<file path="src/rtl/abr_ahb_defines_pkg.sv">
// Shared AHB-Lite encodings, initiator FSM states and the request alignment helper.
package abr_ahb_defines_pkg;

  localparam logic ABR_H_OKAY  = 1'b0;
  localparam logic ABR_H_ERROR = 1'b1;

  localparam logic [1:0] HTRANS_IDLE   = 2'b00;
  localparam logic [1:0] HTRANS_NONSEQ = 2'b10;
  localparam logic [2:0] HBURST_SINGLE = 3'b000;

  typedef enum logic [2:0] {
    IDLE,
    ADDR,
    DATA,
    ERR,
    RESP
  } abr_ahb_mstr_state_e;

  // True when the transfer size exceeds the bus width or the address is not size-aligned.
  function automatic logic abr_ahb_misaligned(input logic [2:0] addr_lo,
                                              input logic [1:0] size,
                                              input logic [1:0] max_size);
    logic [2:0] mask;
    mask = 3'((4'd1 << size) - 4'd1);
    return (size > max_size) || ((addr_lo & mask) != 3'b000);
  endfunction

endpackage

</file>
<file path="src/rtl/abr_ahb_mstr.sv">
// Single-outstanding AHB-Lite initiator: one SINGLE transfer per valid/ready request.
// Define ABR_AHB_MSTR_ALIGN_CHECK_EN to reject misaligned/oversized requests locally.
module abr_ahb_mstr
  import abr_ahb_defines_pkg::*;
#(
  parameter int unsigned AW = 32,
  parameter int unsigned DW = 32
) (
  input  logic          hclk,
  input  logic          hreset_n,
  input  logic          req_valid,
  output logic          req_ready,
  input  logic          req_write,
  input  logic [AW-1:0] req_addr,
  input  logic [1:0]    req_size,
  input  logic [DW-1:0] req_wdata,
  output logic          rsp_valid,
  output logic          rsp_error,
  output logic [DW-1:0] rsp_rdata,
  output logic [AW-1:0] haddr,
  output logic [1:0]    htrans,
  output logic          hwrite,
  output logic [2:0]    hsize,
  output logic [2:0]    hburst,
  output logic [DW-1:0] hwdata,
  input  logic [DW-1:0] hrdata,
  input  logic          hready,
  input  logic          hresp
);

  localparam logic [1:0] MAX_SIZE = (DW == 64) ? 2'd3 : 2'd2;

  abr_ahb_mstr_state_e state_q, state_d;
  logic [AW-1:0] addr_q, addr_d;
  logic          write_q, write_d;
  logic [1:0]    size_q, size_d;
  logic [DW-1:0] wdata_q, wdata_d;
  logic [DW-1:0] rdata_q, rdata_d;
  logic          err_q, err_d;

  always_ff @(posedge hclk or negedge hreset_n) begin
    if (!hreset_n) begin
      state_q <= IDLE;
      addr_q  <= '0;
      write_q <= 1'b0;
      size_q  <= '0;
      wdata_q <= '0;
      rdata_q <= '0;
      err_q   <= 1'b0;
    end else begin
      state_q <= state_d;
      addr_q  <= addr_d;
      write_q <= write_d;
      size_q  <= size_d;
      wdata_q <= wdata_d;
      rdata_q <= rdata_d;
      err_q   <= err_d;
    end
  end

  always_comb begin
    state_d = state_q;
    addr_d  = addr_q;
    write_d = write_q;
    size_d  = size_q;
    wdata_d = wdata_q;
    rdata_d = rdata_q;
    err_d   = err_q;
    case (state_q)
      IDLE: begin
        if (req_valid) begin
          addr_d  = req_addr;
          write_d = req_write;
          size_d  = req_size;
          wdata_d = req_wdata;
          rdata_d = '0;
          err_d   = 1'b0;
          state_d = ADDR;
`ifdef ABR_AHB_MSTR_ALIGN_CHECK_EN
          if (abr_ahb_misaligned(req_addr[2:0], req_size, MAX_SIZE)) begin
            err_d   = 1'b1;
            state_d = RESP;
          end
`endif
        end
      end
      ADDR: begin
        if (hready) state_d = DATA;
      end
      DATA: begin
        // ERROR with hready already high is a slave protocol violation; finish as error at once.
        if (hresp == ABR_H_ERROR) begin
          rdata_d = '0;
          err_d   = 1'b1;
          state_d = hready ? RESP : ERR;
        end else if (hready) begin
          rdata_d = write_q ? '0 : hrdata;
          state_d = RESP;
        end
      end
      ERR: begin
        if (hready) state_d = RESP;
      end
      RESP: begin
        state_d = IDLE;
      end
      default: begin
        state_d = IDLE;
      end
    endcase
  end

  assign req_ready = (state_q == IDLE);
  assign htrans    = (state_q == ADDR) ? HTRANS_NONSEQ : HTRANS_IDLE;
  assign haddr     = addr_q;
  assign hwrite    = write_q;
  assign hsize     = {1'b0, size_q};
  assign hburst    = HBURST_SINGLE;
  assign hwdata    = wdata_q;
  assign rsp_valid = (state_q == RESP);
  assign rsp_error = rsp_valid & err_q;
  assign rsp_rdata = rsp_valid ? rdata_q : '0;

endmodule

</file>
<file path="config.mk">
export PLATFORM = sky130hd
export DESIGN_NAME = abr_ahb_mstr
export DESIGN_NICKNAME = d
export VERILOG_FILES = /design/src/rtl/abr_ahb_defines_pkg.sv /design/src/rtl/abr_ahb_mstr.sv
export SDC_FILE = /design/constraint.sdc
export NUM_CORES = 1
export LEC_CHECK = 0
export BUFFER_PORTS_ARGS = -buffer_cell sky130_fd_sc_hd__clkbuf_2
export CAP_MARGIN = 20
export CORE_AREA = 2 2 129 131
export DETAILED_ROUTE_END_ITERATION = 8
export DIE_AREA = 0 0 131 133
export HOLD_SLACK_MARGIN = 0.03
export PLACE_DENSITY = 0.59
export SLEW_MARGIN = 10
export SYNTH_ARGS = -nofsm -noshare
export SYNTH_HDL_FRONTEND = slang
export SYNTH_SLANG_ARGS = --single-unit
</file>
<file path="constraint.sdc">
create_clock -name hclk -period 1.8 [get_ports hclk]
set_input_delay 0.27 -clock hclk [delete_from_list [all_inputs] [get_ports hclk]]
set_output_delay 0.27 -clock hclk [all_outputs]
set_load 0.01 [all_outputs]
</file>
==> flow_metrics.py <==
metrics = {
    "die": {
        "ios": 212,
        "fp.dieW_um": 131,
        "initial_core_util": 0.2918,
        "die_area_um2": 17420,
        "rows": 47,
        "die_y_um": 133,
        "core-area_um2": 16170,
    },
    "clock_network": {
        "root_buffer": "clkbuf_16",
        "h-tree-depth": 3,
        "clkTransAtPathRegs_ns": 0.07,
        "cts_tree": "yes",
        "clkLatencyLatePin_ns": 0.35,
        "numCtsBuffers": 9,
        "cts_sinks": 103,
        "clk_path_buf_depth": 2,
    },
    "timing": {
        "max_slew.worst_pin.slew_ns": 0.5623,
        "setup_violations": 8,
        "rsz0062_at_grt": "yes",
        "skew_ns": 0.005738,
        "finalMaxSlewViolations": 0,
        "layout_min_cycle_time_ns": 1.822,
        "hold_viol_final": 0,
        "relSlewSlack": 0.6251,
        "min_period_over_period": 1.012,
        "fmax_mhz": 548.7,
        "worst_slack_ns": -0.02243,
    },
    "status": {
        "outcome": "complete, but fails checks",
        "violations": "setup timing",
    },
    "placement": {
        "portBuffers": 206,
        "hpwl_mm": 8.027,
        "gp_congestion": 0.7442,
        "dp_cells": 763,
        "postPlaceCellArea_um2": 5961,
        "pre_cts_ws_ns": 0.07607,
    },
    "synth": {
        "synth-compound-area-share": 0.008221,
        "synthSimpleGateAreaFrac": 0.1077,
        "synth_xor_area_frac": 0,
        "netlist_area_um2": 4718,
        "ys_types": 26,
        "synth_edf_count": 0,
        "synthCells": 357,
        "synth_top_family_by_area": "multiplexers",
        "synthMostInstantiatedCell": "dfrtp_1",
        "post-synth-top-area-fraction": 0.5463,
        "synth-main-ff-cell": "dfrtp_1",
        "synthMuxAreaShare": 0.2601,
        "syn_avg_cell_area_um2": 13.22,
        "synth.area.top_cells": "dfrtp_1 (55%), mux2_2 (16%), mux2_4 (9.5%)",
        "yosysWarningCount": 0,
        "yosysSeqAreaShare": 0.5463,
        "yosysTopAreaCell": "dfrtp_1",
        "synth_common_cells": "dfrtp_1 (103), mux2_2 (67), and3_1 (33), inv_1 (33), nor4_1 (32)",
        "synth_fa_ha_area_frac": 0,
        "async_flop_share": 1.000,
        "synth_seq_cells": 103,
    },
    "cells_and_area": {
        "fill_cells": 1576,
        "stdcell_count": 788,
        "utilization": 0.4051,
        "areaGrowthSynthToFinish_pct": 38.85,
        "multi_input_area_um2": 1851,
        "drive_above_1_share": 0.6232,
        "final_area_um2": 6551,
        "seq_area_um2": 2579,
        "nets": 668,
        "diodes": 0,
    },
    "hold_path": {
        "holdCritPathClass": "in -> reg",
        "holdPathStages": 3,
    },
    "critical_path": {
        "cp.arrival_ns": 1.55,
        "cp_max_fo": 8,
        "startpoint_type": "register",
        "crit_slowest_cell": "dfrtp_1",
        "r2r_cells": 4,
        "required_ns": 1.53,
        "cp_cell_sequence": "buf_6, nor2_4, buf_12, clkbuf_16, and3_4, buf_6",
        "slowest_delay_ns": 0.39,
        "critPathCaptureType": "output port",
        "critPathKind": "reg -> out",
        "cp_common_cell": "buf_6",
    },
    "global_routing": {
        "grt_use_total": 0.1407,
        "grt_pass1_wl_mm": 19.32,
        "grt_pass1_vias": 3860,
        "grt_overflow": 0,
        "grt_max_degree": 104,
        "antenna_found_initial": 0,
    },
    "detailed_routing": {
        "dr.pass1.iters": 4,
        "ant_nets": 0,
        "wirelength_mm": 12.27,
        "first_iter_violations": 154,
        "vias_per_cell": 4.477,
        "num_vias": 3528,
        "drc_errors": 0,
        "wl_per_cell_um": 15.58,
    },
    "job": {
        "maxCapViolCount": 0,
    },
    "power": {
        "peakVddDrop_mv": 0.7806,
        "p_leak_nw": 3.470,
        "p_per_area_nw_per_um2": 1644,
        "finalPower_mw": 10.77,
    },
}
report_power, final:
part	internal [mW]	leakage, nW	switching (mW)
Clock	1.25	0.155	0.872
Combinational	2.57	2.04	2.36
Sequential	3.22	1.28	0.499
Total	7.04	3.47	3.73
cells by family (layout without fill, tap and decap cells):
group / after synthesis / count (layout)
DFF: 103 / 103
muxes: 99 / 99
and+or+nand+nor: 80 / 80
buffers and inverters: 68 / 275
AOI/OAI and AO/OA: 6 / 6
other: 1 / 5
repair_timing:
action / in CTS / in global routing
cloned: 2 / 3
setup buffers: 6 / 1
hold endpoints to repair: 62 / 0
hold buffers: 1 / 0
resized for setup: 11 / 58
pin swaps: 1 / 3
setup endpoints to repair: 34 / 58
sequential cells by signal (all words and copies together) (netlist names):
name and flops:
err_q 1, haddr 32, hwdata 32, hwrite 1, rdata_q 32, size_q 2, state_q 3
cells in the final DEF (no fill, tap or decap):
cell type      Yosys  routed
a21oi_1            4       4
a2bb2oi_1          1       1
and2_1             1       1
and3_1            33      24
and3_4             0       9
buf_12             4       8
buf_2              7      21
buf_4              9       8
buf_6              0      13
bufinv_16          0       2
clkbuf_16          0      11
clkbuf_2           0     174
clkbuf_8           0       1
clkinv_2           0       1
clkinvlp_4         0       1
conb_1             1       5
dfrtp_1          103     102
dfrtp_2            0       1
dlygate4sd3_1      0       1
inv_1             33      33
inv_6              0       1
mux2_1             2       2
mux2_2            67      67
mux2_4            30      30
nand2b_1           2       2
nand3b_1           1       1
nor2_1             5       3
nor2_2             0       1
nor2_4             0       1
nor2_8             1       1
nor3_1             1       1
nor3b_1            1       1
nor4_1            32      32
o211a_2            1       1
or2_1              1       1
or2_4              0       1
or3b_4             1       1
critical path, delay by kind of cell (launching register included):
kind,cells,cell delay [ns]
simple gates,2,0.30
buf+inv,4,0.51
flops,1,0.39
final cells by class:
type                            count  share of cell area
Timing Repair Buffer              227              0.2141
Inverter                           33             0.01891
Tap cell                          220             0.04202
Clock buffer                       10             0.03648
Clock inverter                      5             0.01241
Multi-Input combinational cell    190              0.2825
Sequential cell                   103              0.3936
stage by stage:
step	hold WS, ns	TNS, ns
2_1_floorplan	-0.02559	0
6_report	0.1511	-0.07442
3_3_place_gp	0.3790	0
4_1_cts	0.1345	-1.244
5_1_grt	0.1379	-2.348
3_5_place_dp	0.3950	0
metal layers:
| metal | global-route usage | part of all wire |
|---|---|---|
| met1 | 0.1756 | 0.42 |
| met2 | 0.2288 | 0.49 |
| met3 | 0.04408 | 0.067 |
| met4 | 0.04905 | 0.020 |
| met5 | 0 | 0 |
worst paths after layout:
check / start / endpoint / slack, ns
worst max-delay path: state_q[0] / rsp_rdata[28] / -0.02
worst min-delay path: hready / state_q[2] / 0.15
worst max register to register: state_q[2] / haddr[11] / 0.08
worst min register to register: rdata_q[8] / rdata_q[8] / 0.48
max in group asynchronous: hreset_n / state_q[1] / 0.81
min in group asynchronous: hreset_n / hwdata[26] / 0.53
Power figures use the tool's default switching activity.
